===== src/rtl/mtimer_pkg.sv =====
`default_nettype none
// +----------------------------------------------------------------------------
// | Module      : mtimer_pkg
// | Description : Shared constants and types for the machine-mode timer:
// |               register offsets, reset values, widths and the offset
// |               decoder used by the bus front end.
// | Revision    : 1.0 - initial release
// +----------------------------------------------------------------------------
package mtimer_pkg;

  localparam int MTIME_W = 64;

  localparam logic [MTIME_W-1:0] MTIMECMP_RST = '1;

  // Byte offsets from the register window base.
  localparam logic [31:0] MTIME_LO    = 32'h0000_0000;
  localparam logic [31:0] MTIME_HI    = 32'h0000_0004;
  localparam logic [31:0] MTIMECMP_LO = 32'h0000_0008;
  localparam logic [31:0] MTIMECMP_HI = 32'h0000_000C;
  localparam logic [31:0] MSIP        = 32'h0000_0010;

  typedef enum logic [2:0] {
    SEL_NONE     = 3'd0,
    SEL_MTIME_LO = 3'd1,
    SEL_MTIME_HI = 3'd2,
    SEL_CMP_LO   = 3'd3,
    SEL_CMP_HI   = 3'd4,
    SEL_MSIP     = 3'd5
  } reg_sel_e;

  // Maps a word-aligned offset to a register select. The msip slot only
  // decodes when the software-interrupt feature is built in; otherwise it
  // falls through to the unmapped case like any other offset.
  function automatic reg_sel_e decode(input logic [31:0] off, input logic msip_en);
    reg_sel_e sel;
    sel = SEL_NONE;
    if (off == MTIME_LO)             sel = SEL_MTIME_LO;
    else if (off == MTIME_HI)        sel = SEL_MTIME_HI;
    else if (off == MTIMECMP_LO)     sel = SEL_CMP_LO;
    else if (off == MTIMECMP_HI)     sel = SEL_CMP_HI;
    else if (off == MSIP && msip_en) sel = SEL_MSIP;
    return sel;
  endfunction

endpackage
`default_nettype wire


===== src/rtl/mtimer_if.sv =====
`default_nettype none
// +----------------------------------------------------------------------------
// | Module      : mtimer_if
// | Description : Register-access bus between the load/store path (master)
// |               and the timer (slave).
// | Signals     : req   - access request, at most one per cycle
// |               we    - 1 = write, 0 = read, valid with req
// |               addr  - byte address, bits [1:0] ignored
// |               wdata - write data
// |               rdata - read data, valid while ready = 1, else 0
// |               ready - one-cycle completion pulse per accepted req
// | Revision    : 1.0 - initial release
// +----------------------------------------------------------------------------
interface mtimer_if;
  logic        req;
  logic        we;
  logic [31:0] addr;
  logic [31:0] wdata;
  logic [31:0] rdata;
  logic        ready;

  modport master (output req, output we, output addr, output wdata,
                  input  rdata, input ready);
  modport slave  (input  req, input  we, input  addr, input  wdata,
                  output rdata, output ready);
endinterface
`default_nettype wire


===== src/rtl/mtimer_prescaler.sv =====
`default_nettype none
// +----------------------------------------------------------------------------
// | Module      : mtimer_prescaler
// | Description : Divides clk into a one-cycle tick every PRESCALE cycles.
// |               The count runs 0..PRESCALE-1 and the tick is high while
// |               the count sits at PRESCALE-1. With PRESCALE = 1 the tick
// |               is high every cycle.
// | Ports       : clk  - system clock
// |               rst  - synchronous active-high reset (count -> 0)
// |               tick - increment strobe for mtime
// | Revision    : 1.0 - initial release
// +----------------------------------------------------------------------------
module mtimer_prescaler #(
  parameter int PRESCALE = 1
) (
  input  logic clk,
  input  logic rst,
  output logic tick
);

  localparam int CNT_W = (PRESCALE > 1) ? $clog2(PRESCALE) : 1;
  localparam logic [CNT_W-1:0] c_LAST = CNT_W'(PRESCALE - 1);

  logic [CNT_W-1:0] r_cnt;
  logic             w_last;

  assign w_last = (r_cnt == c_LAST);
  assign tick   = w_last;

  always_ff @(posedge clk) begin
    if (rst) begin
      r_cnt <= '0;
    end else if (w_last) begin
      r_cnt <= '0;
    end else begin
      r_cnt <= r_cnt + CNT_W'(1);
    end
  end

endmodule
`default_nettype wire


===== src/rtl/mtimer.sv =====
`default_nettype none
// +----------------------------------------------------------------------------
// | Module      : mtimer
// | Description : Machine-mode timer. Holds the 64-bit free-running mtime
// |               counter and the 64-bit mtimecmp register behind a small
// |               memory-mapped window, and drives the registered timer
// |               interrupt level ti = (mtime >= mtimecmp).
// | Ports       : clk - system clock
// |               rst - synchronous active-high reset
// |               bus - register access port (mtimer_if.slave)
// |               ti  - timer interrupt level, registered
// |               si  - software interrupt level (only with MTIMER_MSIP_EN)
// | Options     : define MTIMER_MSIP_EN to add the msip register at offset
// |               0x10 and the si output.
// | Revision    : 1.0 - initial release
// +----------------------------------------------------------------------------
module mtimer
  import mtimer_pkg::*;
#(
  parameter int          PRESCALE  = 1,
  parameter logic [31:0] BASE_ADDR = 32'h0200_0000
) (
  input  logic     clk,
  input  logic     rst,
  mtimer_if.slave  bus,
  output logic     ti
`ifdef MTIMER_MSIP_EN
  ,
  output logic     si
`endif
);

`ifdef MTIMER_MSIP_EN
  localparam logic c_MSIP_EN = 1'b1;
`else
  localparam logic c_MSIP_EN = 1'b0;
`endif

  logic [MTIME_W-1:0] r_mtime;
  logic [MTIME_W-1:0] r_mtimecmp;
  logic [31:0]        r_rdata;
  logic               r_ready;
  logic               r_ti;
`ifdef MTIMER_MSIP_EN
  logic               r_msip;
  logic               r_si;
`endif

  logic        w_tick;
  logic [31:0] w_off;
  reg_sel_e    w_sel;
  logic [31:0] w_rd_val;
  logic        w_wr;
  logic        w_unused_addr;

  mtimer_prescaler #(
    .PRESCALE (PRESCALE)
  ) u_prescaler (
    .clk  (clk),
    .rst  (rst),
    .tick (w_tick)
  );

  // Byte-lane bits are ignored, so the offset is formed on word addresses.
  assign w_off         = {bus.addr[31:2] - BASE_ADDR[31:2], 2'b00};
  assign w_unused_addr = ^bus.addr[1:0];
  assign w_sel         = decode(w_off, c_MSIP_EN);
  assign w_wr          = bus.req & bus.we;

  always_comb begin
    w_rd_val = '0;
    case (w_sel)
      SEL_MTIME_LO: w_rd_val = r_mtime[31:0];
      SEL_MTIME_HI: w_rd_val = r_mtime[63:32];
      SEL_CMP_LO:   w_rd_val = r_mtimecmp[31:0];
      SEL_CMP_HI:   w_rd_val = r_mtimecmp[63:32];
`ifdef MTIMER_MSIP_EN
      SEL_MSIP:     w_rd_val = {31'd0, r_msip};
`endif
      default:      w_rd_val = '0;
    endcase
  end

  always_ff @(posedge clk) begin
    if (rst) begin
      r_mtime    <= '0;
      r_mtimecmp <= MTIMECMP_RST;
      r_rdata    <= '0;
      r_ready    <= 1'b0;
      r_ti       <= 1'b0;
`ifdef MTIMER_MSIP_EN
      r_msip     <= 1'b0;
      r_si       <= 1'b0;
`endif
    end else begin
      // Every request completes next cycle; read data reflects the
      // register contents before this cycle's update.
      r_ready <= bus.req;
      r_rdata <= (bus.req && !bus.we) ? w_rd_val : 32'd0;

      // Compare uses this cycle's register values, so ti lags by one.
      r_ti <= (r_mtime >= r_mtimecmp);

      // A write to either mtime half owns the whole counter for this
      // cycle; a coincident tick is dropped rather than deferred.
      if (w_wr && w_sel == SEL_MTIME_LO) begin
        r_mtime[31:0] <= bus.wdata;
      end else if (w_wr && w_sel == SEL_MTIME_HI) begin
        r_mtime[63:32] <= bus.wdata;
      end else if (w_tick) begin
        r_mtime <= r_mtime + 64'd1;
      end

      if (w_wr && w_sel == SEL_CMP_LO) begin
        r_mtimecmp[31:0] <= bus.wdata;
      end
      if (w_wr && w_sel == SEL_CMP_HI) begin
        r_mtimecmp[63:32] <= bus.wdata;
      end

`ifdef MTIMER_MSIP_EN
      r_si <= r_msip;
      if (w_wr && w_sel == SEL_MSIP) begin
        r_msip <= bus.wdata[0];
      end
`endif
    end
  end

  assign bus.rdata = r_rdata;
  assign bus.ready = r_ready;
  assign ti        = r_ti;
`ifdef MTIMER_MSIP_EN
  assign si        = r_si;
`endif

endmodule
`default_nettype wire


===== src/flat_wrapper.sv =====
// flat-port wrapper written by rule: the top's interface ports become plain ports
module mtimer_flat import mtimer_pkg::*;
#(
  parameter int          PRESCALE  = 1,
  parameter logic [31:0] BASE_ADDR = 32'h0200_0000
)
  (clk, rst, ti, bus_req, bus_we, bus_addr, bus_wdata, bus_rdata, bus_ready);
  mtimer_if bus_i ();
  input  logic clk;
  input  logic rst;
  output logic ti;
  input wire logic [$bits(bus_i.req)-1:0] bus_req;
  input wire logic [$bits(bus_i.we)-1:0] bus_we;
  input wire logic [$bits(bus_i.addr)-1:0] bus_addr;
  input wire logic [$bits(bus_i.wdata)-1:0] bus_wdata;
  output wire logic [$bits(bus_i.rdata)-1:0] bus_rdata;
  output wire logic [$bits(bus_i.ready)-1:0] bus_ready;
  assign bus_i.req = bus_req;
  assign bus_i.we = bus_we;
  assign bus_i.addr = bus_addr;
  assign bus_i.wdata = bus_wdata;
  assign bus_rdata = bus_i.rdata;
  assign bus_ready = bus_i.ready;
  mtimer #(.PRESCALE(PRESCALE), .BASE_ADDR(BASE_ADDR)) u_core (.clk(clk), .rst(rst), .bus(bus_i), .ti(ti));
endmodule

===== config.mk =====
export PLATFORM = sky130hd
export DESIGN_NAME = mtimer_flat
export DESIGN_NICKNAME = d
export VERILOG_FILES = /design/src/rtl/mtimer_pkg.sv /design/src/rtl/mtimer_if.sv /design/src/rtl/mtimer_prescaler.sv /design/src/rtl/mtimer.sv /design/src/flat_wrapper.sv
export SDC_FILE = /design/constraint.sdc
export NUM_CORES = 1
export LEC_CHECK = 0
export ABC_AREA = 0
export BUFFER_PORTS_ARGS = -buffer_cell sky130_fd_sc_hd__buf_2
export CAP_MARGIN = 20
export CORE_ASPECT_RATIO = 0.6
export CORE_UTILIZATION = 50
export CTS_CLUSTER_SIZE = 30
export DETAILED_ROUTE_END_ITERATION = 7
export PLACE_DENSITY = 0.7
export SLEW_MARGIN = 40
export SYNTH_ARGS = -nofsm -noshare
export SYNTH_HDL_FRONTEND = slang
export SYNTH_HIERARCHICAL = 1
export SYNTH_SLANG_ARGS = --single-unit

===== constraint.sdc =====
create_clock -name clk -period 7.3 [get_ports clk]
set_input_delay 0.365 -clock clk [delete_from_list [all_inputs] [get_ports clk]]
set_output_delay 0.365 -clock clk [all_outputs]
set_load 0.01 [all_outputs]

==> flow_metrics.py <==
metrics = {
    "clock_network": {
        "htreeDepth": 4,
        "cts_tree": "done",
        "clkLatencyLatePin_ps": 440,
        "clock_sinks": 163,
        "cts_setup_buffers": 0,
        "cts_buffers": 17,
        "cts_root_buffer": "clkbuf_16",
        "ctsHoldBuffers": 0,
        "ctsResizeCount": 0,
        "cts.reportedPaths.clkPinSlew_ps": 70,
        "clock_path_buffers": 2,
    },
    "grt": {
        "grt_pass1_vias": 8263,
        "grt_pass1_wl_um": 47600,
        "grt_start_max_net_pins": 64,
        "track_usage_pct": 31.88,
        "antenna_found_initial": 1,
        "grt_overflow": 0,
    },
    "sta": {
        "fin_crit_sh_pct": 46.78,
        "hold_viol": 0,
        "setup_viol": 0,
        "period_minus_slack_ps": 3415,
        "fmax_mhz": 292.8,
        "slew_violations": 0,
        "worst_pin_slew_ps": 817.4,
        "fin_worst_skew_ps": 11.26,
        "tns_ps": 0,
        "relSlewSlack_pct": 45.50,
        "rsz0062_at_grt": "no",
    },
    "routing": {
        "routedWlPerCell_um": 20.46,
        "vias": 9592,
        "wirelength_um": 30940,
        "drtPass1Iterations": 6,
        "drc_errors": 0,
        "drt-initial-drc-count": 1229,
        "ant_nets": 0,
        "via_per_inst": 6.344,
    },
    "worst_setup_path": {
        "worstPathCellList": "ha_1 > nand3_1 > or3_4 > or4_2 > nor2_1 > nand4_1 > a311oi_1",
        "cpPeakStageDelay_ps": 990,
        "cp_slowest_cell": "or4_2",
        "timing.rr.end": "u_core/r_mtime[60]",
        "ff2ff_path_depth": 7,
        "startpoint_type": "register",
        "critPathLaunch": "u_core/r_mtime[0]",
        "required_ps": 7640,
        "worstPathArrival_ps": 3750,
        "reg2reg_from": "u_core/r_mtime[0]",
        "endpoint": "u_core/r_mtime[60]",
        "reg2reg_slack_ps": 3880,
        "worstSetupPathType": "reg -> reg",
        "end_kind": "register",
        "critPathMaxFanout": 14,
    },
    "synth": {
        "yosys_warnings": 6,
        "yosysUniqueCellTypes": 68,
        "netlist_area_um2": 9562,
        "seq_area_frac_synth_pct": 34.13,
        "syn_avg_cell_area_um2": 7.955,
        "ys_ff_latch": 163,
        "synth-edff-count": 0,
        "synthArstFlopShare_pct": 0,
        "synth_cells": 1202,
        "synth_ff_type": "dfxtp_1",
        "synth_nets": 1336,
    },
    "floorplan": {
        "pin_count": 102,
        "dieWidth_um": 180.5,
        "start_util_pct": 51.97,
        "dieArea_um2": 19700,
        "core_area_um2": 18400,
        "num_rows": 38,
        "die_h_um": 109.1,
    },
    "status": {
        "status": "finished, final reports clean",
    },
    "finish": {
        "areaGrowthSynthToFinish_pct": 13.84,
        "finalNetCount": 1393,
        "fin_area_um2": 10890,
        "drive_gt1_share_pct": 14.15,
        "n_antenna_cell": 0,
    },
    "worst_hold_path": {
        "min_from": "bus_req",
        "min_path_type": "in -> reg",
        "hold_depth": 2,
    },
    "power_and_ir_drop": {
        "pwr_density_cell_nw_per_um2": 181.8,
        "p_total_mw": 1.979,
        "irDropWorstVdd_mv": 0.1867,
        "power.leakage_nw": 4.623,
    },
    "placement": {
        "place_hpwl_um": 21930,
        "portBuffers": 99,
        "place_area_um2": 10230,
        "gp_congestion": 0.9409,
    },
    "run": {
        "maxCapViolations": 0,
    },
}
-- cell families (layout without fill, tap and decap cells) --
logic type | Yosys count | in the layout | synth area share, %
buffers and inverters | 154 | 224 | 6.176
muxes | 33 | 33 | 3.585
DFF | 163 | 163 | 34.13
adders and majority gates | 66 | 66 | 8.636
AOI/OAI and AO/OA | 323 | 323 | 22.68
other | 1 | 1 | 0.03922
and+or+nand+nor | 439 | 439 | 22.65
xor gates and xnor gates | 23 | 23 | 2.107
-- layer usage --
metal / wire length, µm / global-route usage [%]
met1: 15070 / 49.22
met2: 11400 / 41.61
met3: 4104 / 8.951
met4: 294 / 8.059
met5: 72 / 3.000
-- sequential cells by signal, indices dropped and copies added (netlist names) --
| register | flops |
|---|---|
| u_core/bus.rdata | 32 |
| u_core/u_prescaler/r_cnt | 1 |
| u_core/r_mtimecmp | 64 |
| u_core/bus.ready | 1 |
| u_core/r_mtime | 64 |
| u_core/ti | 1 |
-- layout by cell type (no fill, tap or decap), drive strengths merged, types with 4 or more instances in the layout --
cell,Yosys,final
dfxtp,163,163
nand2,160,160
buf,6,115
nor2,91,91
inv,77,80
o21ai,74,74
o211ai,66,66
ha,66,66
a21oi,49,49
a211oi,37,37
nor3,37,37
nor4,33,33
mux2i,32,32
a22oi,32,32
nand4,31,31
xnor2,23,23
nand3,22,22
clkbuf,71,18
and4,14,14
and2,14,14
and3,11,11
a21o,10,10
o32ai,9,9
a311oi,7,7
or3,6,6
o21a,5,5
or4,5,5
bufinv,0,4
clkinvlp,0,4
a31oi,4,4
o31a,4,4
o31ai,4,4
or2,4,4
-- worst min-delay path by stage --
stage	endpoint	slack, ps
floorplan	u_core/r_mtimecmp[0]	470
global placement	u_core/bus.rdata[13]	490
detailed placement	u_core/bus.rdata[16]	500
CTS	u_core/bus.ready	200
global route	u_core/bus.ready	220
finish	u_core/bus.ready	200
-- area by class of cell --
class	instances	area, µm²
multi-input cells	885	5774
inverters	77	290.3
repair buffers	115	619.3
flip-flops and latches	163	3263
clock buffers	18	439.2
well taps	240	300.3
fillers	1664	7515
clock inverters	14	198.9
-- per-stage QoR --
| step | std cells | worst slack, ps | utilization [%] | hold slack, ps |
|---|---|---|---|---|
| global route | 1512 | 3722 | 59.16 | 221.2 |
| finish | 1512 | 3885 | 59.16 | 204.4 |
| detailed placement | 1479 | 3794 | 55.60 | 497.1 |
| global placement | 1479 | 3538 | 55.47 | 492.8 |
| floorplan | 1202 | 4557 | - | 468.1 |
| CTS | 1511 | 3965 | 59.06 | 198.7 |
-- power breakdown --
part	total [mW]	internal, mW	switching (mW)	leakage, nW
clock network	0.986	0.586	0.400	0.300
registers	0.892	0.890	0.00187	1.32
logic	0.101	0.0298	0.0712	3.01
-- synthesized netlist by cell type, types with 2 or more instances --
| cell type | count | area, µm² |
|---|---|---|
| xnor2_1 | 23 | 201.4 |
| nand3_1 | 21 | 105.1 |
| o32ai_1 | 9 | 78.83 |
| a31oi_1 | 4 | 25.02 |
| o41ai_1 | 2 | 17.52 |
| a32o_1 | 3 | 30.03 |
| nor2b_1 | 2 | 12.51 |
| o21ai_0 | 73 | 365.4 |
| nand2b_1 | 2 | 12.51 |
| mux2i_1 | 32 | 320.3 |
| and4_1 | 14 | 122.6 |
| or4_1 | 5 | 37.54 |
| a21oi_1 | 49 | 245.2 |
| o21bai_1 | 2 | 15.01 |
| a41oi_1 | 2 | 17.52 |
| or2_2 | 3 | 18.77 |
| and2_1 | 14 | 87.58 |
| a22oi_1 | 32 | 240.2 |
| or3_1 | 4 | 25.02 |
| a21o_1 | 10 | 75.07 |
| a311oi_1 | 7 | 61.31 |
| a31o_2 | 2 | 17.52 |
| clkbuf_1 | 70 | 262.8 |
| buf_1 | 2 | 7.510 |
| a2111oi_0 | 3 | 26.28 |
| nand4_1 | 30 | 187.7 |
| nor4_2 | 4 | 50.05 |
| dfxtp_1 | 163 | 3263 |
| nor4b_1 | 3 | 26.28 |
| o211ai_1 | 66 | 495.5 |
| o21a_1 | 5 | 37.54 |
| ha_1 | 66 | 825.8 |
| buf_2 | 3 | 15.01 |
| inv_1 | 76 | 285.3 |
| a211oi_1 | 37 | 277.8 |
| nor4_1 | 28 | 175.2 |
| nand2_1 | 160 | 600.6 |
| o31a_1 | 4 | 35.03 |
| nor2_1 | 91 | 341.6 |
| nor3_1 | 36 | 180.2 |
| o31ai_1 | 4 | 30.03 |
| and3_1 | 10 | 62.56 |
-- worst max-delay path: cells and delay by family, from the launching register on --
kind | cells | cell delay, ps
adder cells (fa/ha/maj) | 1 | 240
AO/OA/AOI/OAI | 1 | 300
flip-flops | 1 | 440
AND/OR/NAND/NOR | 5 | 2330
Power figures use the tool's default switching activity.
